[src/rtl/mem_bus_arbiter_pkg.sv]
`default_nettype none
// ============================================================================
// Module  : mem_arb_pkg
// Brief   : Shared types, constants and round-robin pick for mem_bus_arbiter
// Rev     : 1.0
// ============================================================================
package mem_arb_pkg;

    typedef enum logic [1:0] {
        IDLE  = 2'd0,
        ISSUE = 2'd1,
        WAIT  = 2'd2,
        RESP  = 2'd3
    } state_e;

    localparam int CNT_W   = 4;
    localparam int MAX_REQ = 8;
    localparam int IDX_W   = 3;

    // Requests above NUM_REQ are zero, so wrapping modulo 8 searches the
    // same order as wrapping modulo NUM_REQ.
    function automatic logic [MAX_REQ-1:0] rr_pick(input logic [MAX_REQ-1:0] req,
                                                   input logic [IDX_W-1:0]   ptr);
        logic [MAX_REQ-1:0] gnt;
        logic [IDX_W-1:0]   idx;
        logic               found;
        gnt   = '0;
        found = 1'b0;
        for (int i = 1; i <= MAX_REQ; i++) begin
            idx = ptr + IDX_W'(i);
            if (!found && req[idx]) begin
                gnt[idx] = 1'b1;
                found    = 1'b1;
            end
        end
        return gnt;
    endfunction

endpackage
`default_nettype wire

[src/rtl/mem_bus_arbiter_if.sv]
`default_nettype none
// ============================================================================
// Module  : mem_bus_arbiter_if
// Brief   : Requester handshake, response and memory bus signals
// Rev     : 1.0
// ============================================================================
interface mem_bus_arbiter_if #(
    parameter int NUM_REQ = 2,
    parameter int ADDR_W  = 32,
    parameter int DATA_W  = 32
);
    logic [NUM_REQ-1:0]        req_valid;
    logic [NUM_REQ-1:0]        req_ready;
    logic [NUM_REQ-1:0]        req_wr_en;
    logic [NUM_REQ*ADDR_W-1:0] req_addr;
    logic [NUM_REQ*DATA_W-1:0] req_wdata;
    logic [NUM_REQ-1:0]        rsp_valid;
    logic [DATA_W-1:0]         rsp_rdata;
    logic [ADDR_W-1:0]         mem_addr;
    logic                      mem_wr_en;
    logic                      mem_valid;
    logic [DATA_W-1:0]         mem_wdata;
    logic [DATA_W-1:0]         mem_rdata;

    // Arbiter side: accepts requests and masters the memory bus.
    modport master (
        input  req_valid, req_wr_en, req_addr, req_wdata, mem_rdata,
        output req_ready, rsp_valid, rsp_rdata,
        output mem_addr, mem_wr_en, mem_valid, mem_wdata
    );

    modport slave (
        output req_valid, req_wr_en, req_addr, req_wdata, mem_rdata,
        input  req_ready, rsp_valid, rsp_rdata,
        input  mem_addr, mem_wr_en, mem_valid, mem_wdata
    );
endinterface
`default_nettype wire

[src/rtl/mem_bus_arbiter_rr.sv]
`default_nettype none
// ============================================================================
// Module  : rr_arbiter
// Brief   : Round-robin grant with pointer register, updated on accept
// Rev     : 1.0
// ============================================================================
module rr_arbiter
    import mem_arb_pkg::*;
#(
    parameter int NUM_REQ = 2
) (
    input  wire logic               clk,
    input  wire logic               rst,
    input  wire logic [NUM_REQ-1:0] i_req,
    input  wire logic               i_idle,
    output logic      [NUM_REQ-1:0] o_grant
);
    logic [MAX_REQ-1:0] w_req;
    logic [MAX_REQ-1:0] w_pick;
    logic [IDX_W-1:0]   w_idx;
    logic [IDX_W-1:0]   r_ptr;

    always_comb begin
        w_req                = '0;
        w_req[NUM_REQ-1:0]   = i_idle ? i_req : '0;
    end

    assign w_pick  = rr_pick(w_req, r_ptr);
    assign o_grant = w_pick[NUM_REQ-1:0];

    always_comb begin
        w_idx = '0;
        for (int i = 0; i < MAX_REQ; i++) begin
            if (w_pick[i]) w_idx = IDX_W'(i);
        end
    end

    // Pointer starts at the last requester so requester 0 wins first.
    always_ff @(posedge clk) begin
        if (rst)          r_ptr <= IDX_W'(NUM_REQ - 1);
        else if (|w_pick) r_ptr <= w_idx;
    end
endmodule
`default_nettype wire

[src/rtl/mem_bus_arbiter.sv]
`default_nettype none
// ============================================================================
// Module  : mem_bus_arbiter
// Brief   : Round-robin sharing of a single-port memory bus between requesters
// Rev     : 1.0
// ============================================================================
module mem_bus_arbiter
    import mem_arb_pkg::*;
#(
    parameter int NUM_REQ    = 2,
    parameter int ADDR_W     = 32,
    parameter int DATA_W     = 32,
    parameter int RD_LATENCY = 1
) (
    input  wire logic          clk,
    input  wire logic          rst,
    mem_bus_arbiter_if.master  bus,
    output logic               busy
);
    state_e               r_state, w_next;
    logic                 w_idle, w_accept;
    logic [NUM_REQ-1:0]   w_grant;
    logic [NUM_REQ-1:0]   r_gnt, w_gnt_d;
    logic [CNT_W-1:0]     r_cnt, w_cnt_d;
    logic                 r_mem_valid, w_mem_valid_d;
    logic                 r_mem_wr, w_mem_wr_d;
    logic [ADDR_W-1:0]    r_mem_addr, w_mem_addr_d;
    logic [DATA_W-1:0]    r_mem_wdata, w_mem_wdata_d;
    logic [NUM_REQ-1:0]   r_rsp_valid, w_rsp_valid_d;
    logic [DATA_W-1:0]    r_rsp_rdata, w_rsp_rdata_d;

    // Ready is withheld while rst is high, since the accept would be dropped.
    assign w_idle   = (r_state == IDLE) && !rst;
    assign w_accept = |w_grant;

    rr_arbiter #(.NUM_REQ(NUM_REQ)) u_rr (
        .clk     (clk),
        .rst     (rst),
        .i_req   (bus.req_valid),
        .i_idle  (w_idle),
        .o_grant (w_grant)
    );

    always_ff @(posedge clk) begin
        if (rst) r_state <= IDLE;
        else     r_state <= w_next;
    end

    always_comb begin
        w_next = r_state;
        case (r_state)
            IDLE:    if (w_accept) w_next = ISSUE;
            ISSUE:   w_next = r_mem_wr ? RESP : WAIT;
            WAIT:    if (r_cnt == CNT_W'(1)) w_next = RESP;
            RESP:    w_next = IDLE;
            default: w_next = IDLE;
        endcase
    end

    // Next values of the registered outputs; the mem_* registers double as
    // the request latch and hold between accesses.
    always_comb begin
        w_mem_valid_d = 1'b0;
        w_mem_wr_d    = r_mem_wr;
        w_mem_addr_d  = r_mem_addr;
        w_mem_wdata_d = r_mem_wdata;
        w_rsp_valid_d = '0;
        w_rsp_rdata_d = '0;
        w_cnt_d       = r_cnt;
        w_gnt_d       = r_gnt;
        case (r_state)
            IDLE: begin
                if (w_accept) begin
                    w_mem_valid_d = 1'b1;
                    w_gnt_d       = w_grant;
                    for (int i = 0; i < NUM_REQ; i++) begin
                        if (w_grant[i]) begin
                            w_mem_wr_d    = bus.req_wr_en[i];
                            w_mem_addr_d  = bus.req_addr[i*ADDR_W +: ADDR_W];
                            w_mem_wdata_d = bus.req_wdata[i*DATA_W +: DATA_W];
                        end
                    end
                end
            end
            ISSUE: begin
                w_cnt_d = CNT_W'(RD_LATENCY);
                if (r_mem_wr) w_rsp_valid_d = r_gnt;
            end
            WAIT: begin
                w_cnt_d = r_cnt - CNT_W'(1);
                if (r_cnt == CNT_W'(1)) begin
                    w_rsp_valid_d = r_gnt;
                    w_rsp_rdata_d = bus.mem_rdata;
                end
            end
            default: ;
        endcase
    end

    always_ff @(posedge clk) begin
        if (rst) begin
            r_mem_valid <= 1'b0;
            r_mem_wr    <= 1'b0;
            r_mem_addr  <= '0;
            r_mem_wdata <= '0;
            r_rsp_valid <= '0;
            r_rsp_rdata <= '0;
            r_cnt       <= '0;
            r_gnt       <= '0;
            busy        <= 1'b0;
        end else begin
            r_mem_valid <= w_mem_valid_d;
            r_mem_wr    <= w_mem_wr_d;
            r_mem_addr  <= w_mem_addr_d;
            r_mem_wdata <= w_mem_wdata_d;
            r_rsp_valid <= w_rsp_valid_d;
            r_rsp_rdata <= w_rsp_rdata_d;
            r_cnt       <= w_cnt_d;
            r_gnt       <= w_gnt_d;
            busy        <= (w_next != IDLE);
        end
    end

    assign bus.req_ready = w_grant;
    assign bus.rsp_valid = r_rsp_valid;
    assign bus.rsp_rdata = r_rsp_rdata;
    assign bus.mem_valid = r_mem_valid;
    assign bus.mem_wr_en = r_mem_wr;
    assign bus.mem_addr  = r_mem_addr;
    assign bus.mem_wdata = r_mem_wdata;
endmodule
`default_nettype wire
[src/flat_wrapper.sv]
// flat-port wrapper written by rule: the top's interface ports become plain ports
module mem_bus_arbiter_flat import mem_arb_pkg::*;
#(
    parameter int NUM_REQ    = 2,
    parameter int ADDR_W     = 32,
    parameter int DATA_W     = 32,
    parameter int RD_LATENCY = 1
)
  (clk, rst, busy, bus_req_valid, bus_req_wr_en, bus_req_addr, bus_req_wdata, bus_mem_rdata, bus_req_ready, bus_rsp_valid, bus_rsp_rdata, bus_mem_addr, bus_mem_wr_en, bus_mem_valid, bus_mem_wdata);
  mem_bus_arbiter_if #(.NUM_REQ(NUM_REQ), .ADDR_W(ADDR_W), .DATA_W(DATA_W)) bus_i ();
  input  wire logic clk;
  input  wire logic rst;
  output logic busy;
  input wire logic [$bits(bus_i.req_valid)-1:0] bus_req_valid;
  input wire logic [$bits(bus_i.req_wr_en)-1:0] bus_req_wr_en;
  input wire logic [$bits(bus_i.req_addr)-1:0] bus_req_addr;
  input wire logic [$bits(bus_i.req_wdata)-1:0] bus_req_wdata;
  input wire logic [$bits(bus_i.mem_rdata)-1:0] bus_mem_rdata;
  output wire logic [$bits(bus_i.req_ready)-1:0] bus_req_ready;
  output wire logic [$bits(bus_i.rsp_valid)-1:0] bus_rsp_valid;
  output wire logic [$bits(bus_i.rsp_rdata)-1:0] bus_rsp_rdata;
  output wire logic [$bits(bus_i.mem_addr)-1:0] bus_mem_addr;
  output wire logic [$bits(bus_i.mem_wr_en)-1:0] bus_mem_wr_en;
  output wire logic [$bits(bus_i.mem_valid)-1:0] bus_mem_valid;
  output wire logic [$bits(bus_i.mem_wdata)-1:0] bus_mem_wdata;
  assign bus_i.req_valid = bus_req_valid;
  assign bus_i.req_wr_en = bus_req_wr_en;
  assign bus_i.req_addr = bus_req_addr;
  assign bus_i.req_wdata = bus_req_wdata;
  assign bus_i.mem_rdata = bus_mem_rdata;
  assign bus_req_ready = bus_i.req_ready;
  assign bus_rsp_valid = bus_i.rsp_valid;
  assign bus_rsp_rdata = bus_i.rsp_rdata;
  assign bus_mem_addr = bus_i.mem_addr;
  assign bus_mem_wr_en = bus_i.mem_wr_en;
  assign bus_mem_valid = bus_i.mem_valid;
  assign bus_mem_wdata = bus_i.mem_wdata;
  mem_bus_arbiter #(.NUM_REQ(NUM_REQ), .ADDR_W(ADDR_W), .DATA_W(DATA_W), .RD_LATENCY(RD_LATENCY)) u_core (.clk(clk), .rst(rst), .bus(bus_i), .busy(busy));
endmodule
[config.mk]
export PLATFORM = sky130hd
export DESIGN_NAME = mem_bus_arbiter_flat
export DESIGN_NICKNAME = d
export VERILOG_FILES = /design/src/rtl/mem_bus_arbiter_pkg.sv /design/src/rtl/mem_bus_arbiter_if.sv /design/src/rtl/mem_bus_arbiter_rr.sv /design/src/rtl/mem_bus_arbiter.sv /design/src/flat_wrapper.sv
export SDC_FILE = /design/constraint.sdc
export NUM_CORES = 1
export LEC_CHECK = 0
export BUFFER_PORTS_ARGS = -buffer_cell sky130_fd_sc_hd__buf_2
export CAP_MARGIN = 5
export CORE_AREA = 2 2 124 126
export CTS_BUF_LIST = sky130_fd_sc_hd__clkbuf_16
export DETAILED_ROUTE_END_ITERATION = 10
export DIE_AREA = 0 0 126 128
export GPL_TIMING_DRIVEN = 0
export SETUP_SLACK_MARGIN = 0.02
export SYNTH_ARGS = -nofsm -noshare
export SYNTH_HDL_FRONTEND = slang
export SYNTH_SLANG_ARGS = --single-unit
[constraint.sdc]
create_clock -name clk -period 8.2 [get_ports clk]
set_clock_uncertainty 0.15 [all_clocks]
set_input_delay 1.64 -clock clk [delete_from_list [all_inputs] [get_ports clk]]
set_output_delay 1.64 -clock clk [all_outputs]
set_load 0.01 [all_outputs]
==> impl_metrics.json <==
{
  "dr.pass1.iters": 5,
  "synthToLayoutAreaGrowth_pct": 36.83,
  "cap_viol_max_count": 0,
  "crit_arrival_ps": 3820,
  "fp-row-count": 45,
  "hp-class": "reg -> reg",
  "die_h_um": 128,
  "outcome": "complete, no violations",
  "core_region_area_sq_mm": 0.01486,
  "hpwl_um": 12860,
  "internal_power_mw": 1.335,
  "critPathLaunch": "rst",
  "worstMarginPinSlew_ps": 825.2,
  "route.detailed.drc": 0,
  "gp_congestion": 0.9041,
  "p_switching_mw": 0.8542,
  "dr_total_vias": 5341,
  "synth.distinct_cells": 54,
  "final_cell_area_sq_mm": 0.006940,
  "cp_cell_sequence": "buf_2 > and2b_1 > nand2b_4 > nor4_4 > a221oi_1 > o221a_1 > buf_2 > inv_2 > buf_2 > buf_2",
  "grt_pass1_vias": 5069,
  "clkSinkCount": 112,
  "cp.required_ps": 6410,
  "grt_max_degree": 22,
  "cts_hold_buf": 0,
  "h-tree-depth": 3,
  "ant_nets": 0,
  "fin_crit_sh": 0.6846,
  "clockBufferDepth": 2,
  "syn_area_per_cell_sq_um": 8.612,
  "synth-seq-area-share": 0.4420,
  "cp_common_cell": "buf_2",
  "root_buffer": "clkbuf_16",
  "placed_area_sq_mm": 0.006644,
  "grt_pass1_wl_um": 26210,
  "p_total_mw": 2.189,
  "port_buffers": 267,
  "via_per_inst": 5.039,
  "combPwrFrac": 0.439,
  "clock_latency_ps": 360,
  "slowest_delay_ps": 400,
  "maxSlewViolCount": 0,
  "fin_cells": 1060,
  "tns_ps": 0,
  "async_flop_share": 0,
  "grt_antenna_before_repair": 0,
  "fp.dieW_um": 126,
  "rsz0062_at_grt": "no",
  "post_cts.repair.setup_buffers": 0,
  "synth_area_sq_mm": 0.005072,
  "worstSetupStartpointType": "input port",
  "syn-num-nets": 767,
  "r2r_start": "u_core.u_rr.r_ptr[1]",
  "syn_inst": 589,
  "dieArea_sq_mm": 0.01613,
  "dp.cells": 1044,
  "post_cts_resized": 0,
  "wl_per_cell_um": 15.83,
  "synth_edf_count": 0,
  "initial_utilization": 0.3412,
  "cts_tree": "yes",
  "cpMaxStageDelayCell": "and2b_1",
  "hp-start": "u_core.r_gnt[1]",
  "swShare": 0.3903,
  "end_kind": "output port",
  "relSlewSlack": 0.4448,
  "cellPowerDensity_mw_per_mm2": 315.4,
  "ys_warn_count": 0,
  "clock_power_share": 0.200,
  "fin_nets": 1045,
  "power_leakage_nw": 3.343,
  "fin_crit_ps": 5614,
  "ys_ff_latch": 112,
  "grt-ovfl-total": 0,
  "gr-usage-all-layers": 0.2009,
  "finalHoldViolations": 0,
  "seq_power_share": 0.361,
  "drtIter0Drc": 326,
  "cp_max_fo": 10,
  "drive_above_1_share": 0.3922,
  "fmax_ghz": 0.1781,
  "crit_type": "in -> out",
  "clkTransAtPathRegs_ps": 70,
  "ys.flop_type": "dfxtp_1",
  "num_antenna_cells": 0,
  "num_io_pins": 269,
  "totalWireLength_um": 16780,
  "irDropWorstVdd_v": 0.0001318,
  "numCtsBuffers": 9,
  "setup_viol": 0
}
## cell families (layout without fill, tap and decap cells)
family          after synthesis  count (layout)  synth area share
mux                           4               4           0.01135
simple gates                356             356            0.3954
fa+ha+maj                    12              12           0.02960
flops                       112             112            0.4420
compound gates               39              39           0.05673
buf+inv                      63             346           0.05969
xor+xnor                      3               3          0.005181
## power groups by stage
stage          clock (mW)  combinational, mW  sequential (mW)
2_1_floorplan           0              0.554            0.867
3_3_place_gp            0              0.962            0.800
3_5_place_dp            0              0.969            0.802
4_1_cts             0.454              0.970            0.790
5_1_grt             0.475               1.06            0.811
6_report            0.438              0.960            0.791
## synthesized netlist by cell type, types with 2 or more instances
master     number  share of area
nand3_1         3         0.0030
and4_1          2         0.0035
a211oi_1        3         0.0044
nor4_1        110           0.14
dfxtp_1       112           0.44
inv_1          11         0.0081
o21ai_0         5         0.0049
nor2_1        142           0.11
a221oi_1        3         0.0052
o21ai_1         2         0.0020
xnor2_1         2         0.0035
or3_1           4         0.0049
buf_2          26          0.026
nor4_2         20          0.049
and3_1          2         0.0025
nand2b_1        4         0.0049
nand4_1         6         0.0074
nand2_1        14          0.010
o211ai_1        2         0.0030
a21oi_1         8         0.0079
nand3b_1        3         0.0044
mux2i_1         2         0.0039
buf_1           2         0.0015
o2bb2ai_1       2         0.0035
nor3_1          2         0.0020
clkbuf_1       18          0.013
a31oi_1         3         0.0037
buf_6           4         0.0089
and2_1         35          0.043
o31ai_1         2         0.0030
ha_1           12          0.030
## critical path, delay by kind of cell
kind | cells | cell delay (ps)
compound gates | 2 | 420
buf+inv | 5 | 910
simple gates | 3 | 840
## cells in the final DEF (no fill, tap or decap), drive strengths merged, types with 7 or more instances in the layout
cell type,synthesis,final
and2,35,35
o21ai,7,7
nand2,14,14
clkbuf,18,27
dfxtp,112,112
ha,12,12
nor4,131,131
inv,12,15
buf,33,300
a21oi,8,8
nor2,142,142
## layout make-up
class	instances	area, sq um
fillers	1535	7924
multi-input cells	414	2527
flip-flops and latches	112	2242
repair buffers	267	1336
plain buffers	51	257.7
well taps	188	235.2
clock buffers	9	225.2
clock inverters	7	71.32
inverters	12	45.04
## final timing paths
kind / endpoint / slack (ps) / cells past startpoint
min reg2reg: u_core.r_gnt[1] / 330 / 2
min: u_core.r_gnt[1] / 330 / 2
max reg2reg: u_core.bus.mem_addr[23] / 4560 / 14
max: bus_req_ready[0] / 2590 / 10
## through the flow
stage	setup slack, ps	hold WS [ps]	utilization
6_report	2586	325.8	0.4669
5_1_grt	2440	383.8	0.4669
4_1_cts	2580	329.8	0.4669
3_5_place_dp	2572	322.1	0.4470
3_3_place_gp	2609	312.8	0.4470
2_1_floorplan	3175	295.1	-
## sequential cells by signal, summed over array words and instances (netlist names)
signal / flops
u_core.bus.rsp_valid: 2
u_core.r_state: 2
u_core.bus.rsp_rdata: 32
u_core.bus.mem_valid: 1
u_core.bus.mem_wr_en: 1
u_core.busy: 1
u_core.bus.mem_addr: 32
u_core.r_cnt: 4
u_core.bus.mem_wdata: 32
u_core.u_rr.r_ptr: 3
u_core.r_gnt: 2
## per-layer routing
| layer | vias up | routed length [um] | global-route usage |
|---|---|---|---|
| met5 | - | 0 | 0 |
| met4 | 0 | 214 | 0.04654 |
| met3 | 18 | 1464 | 0.05927 |
| met2 | 227 | 7860 | 0.3280 |
| met1 | 2427 | 7242 | 0.2634 |
| li1 | 2669 | - | - |
Power figures use the tool's default switching activity.
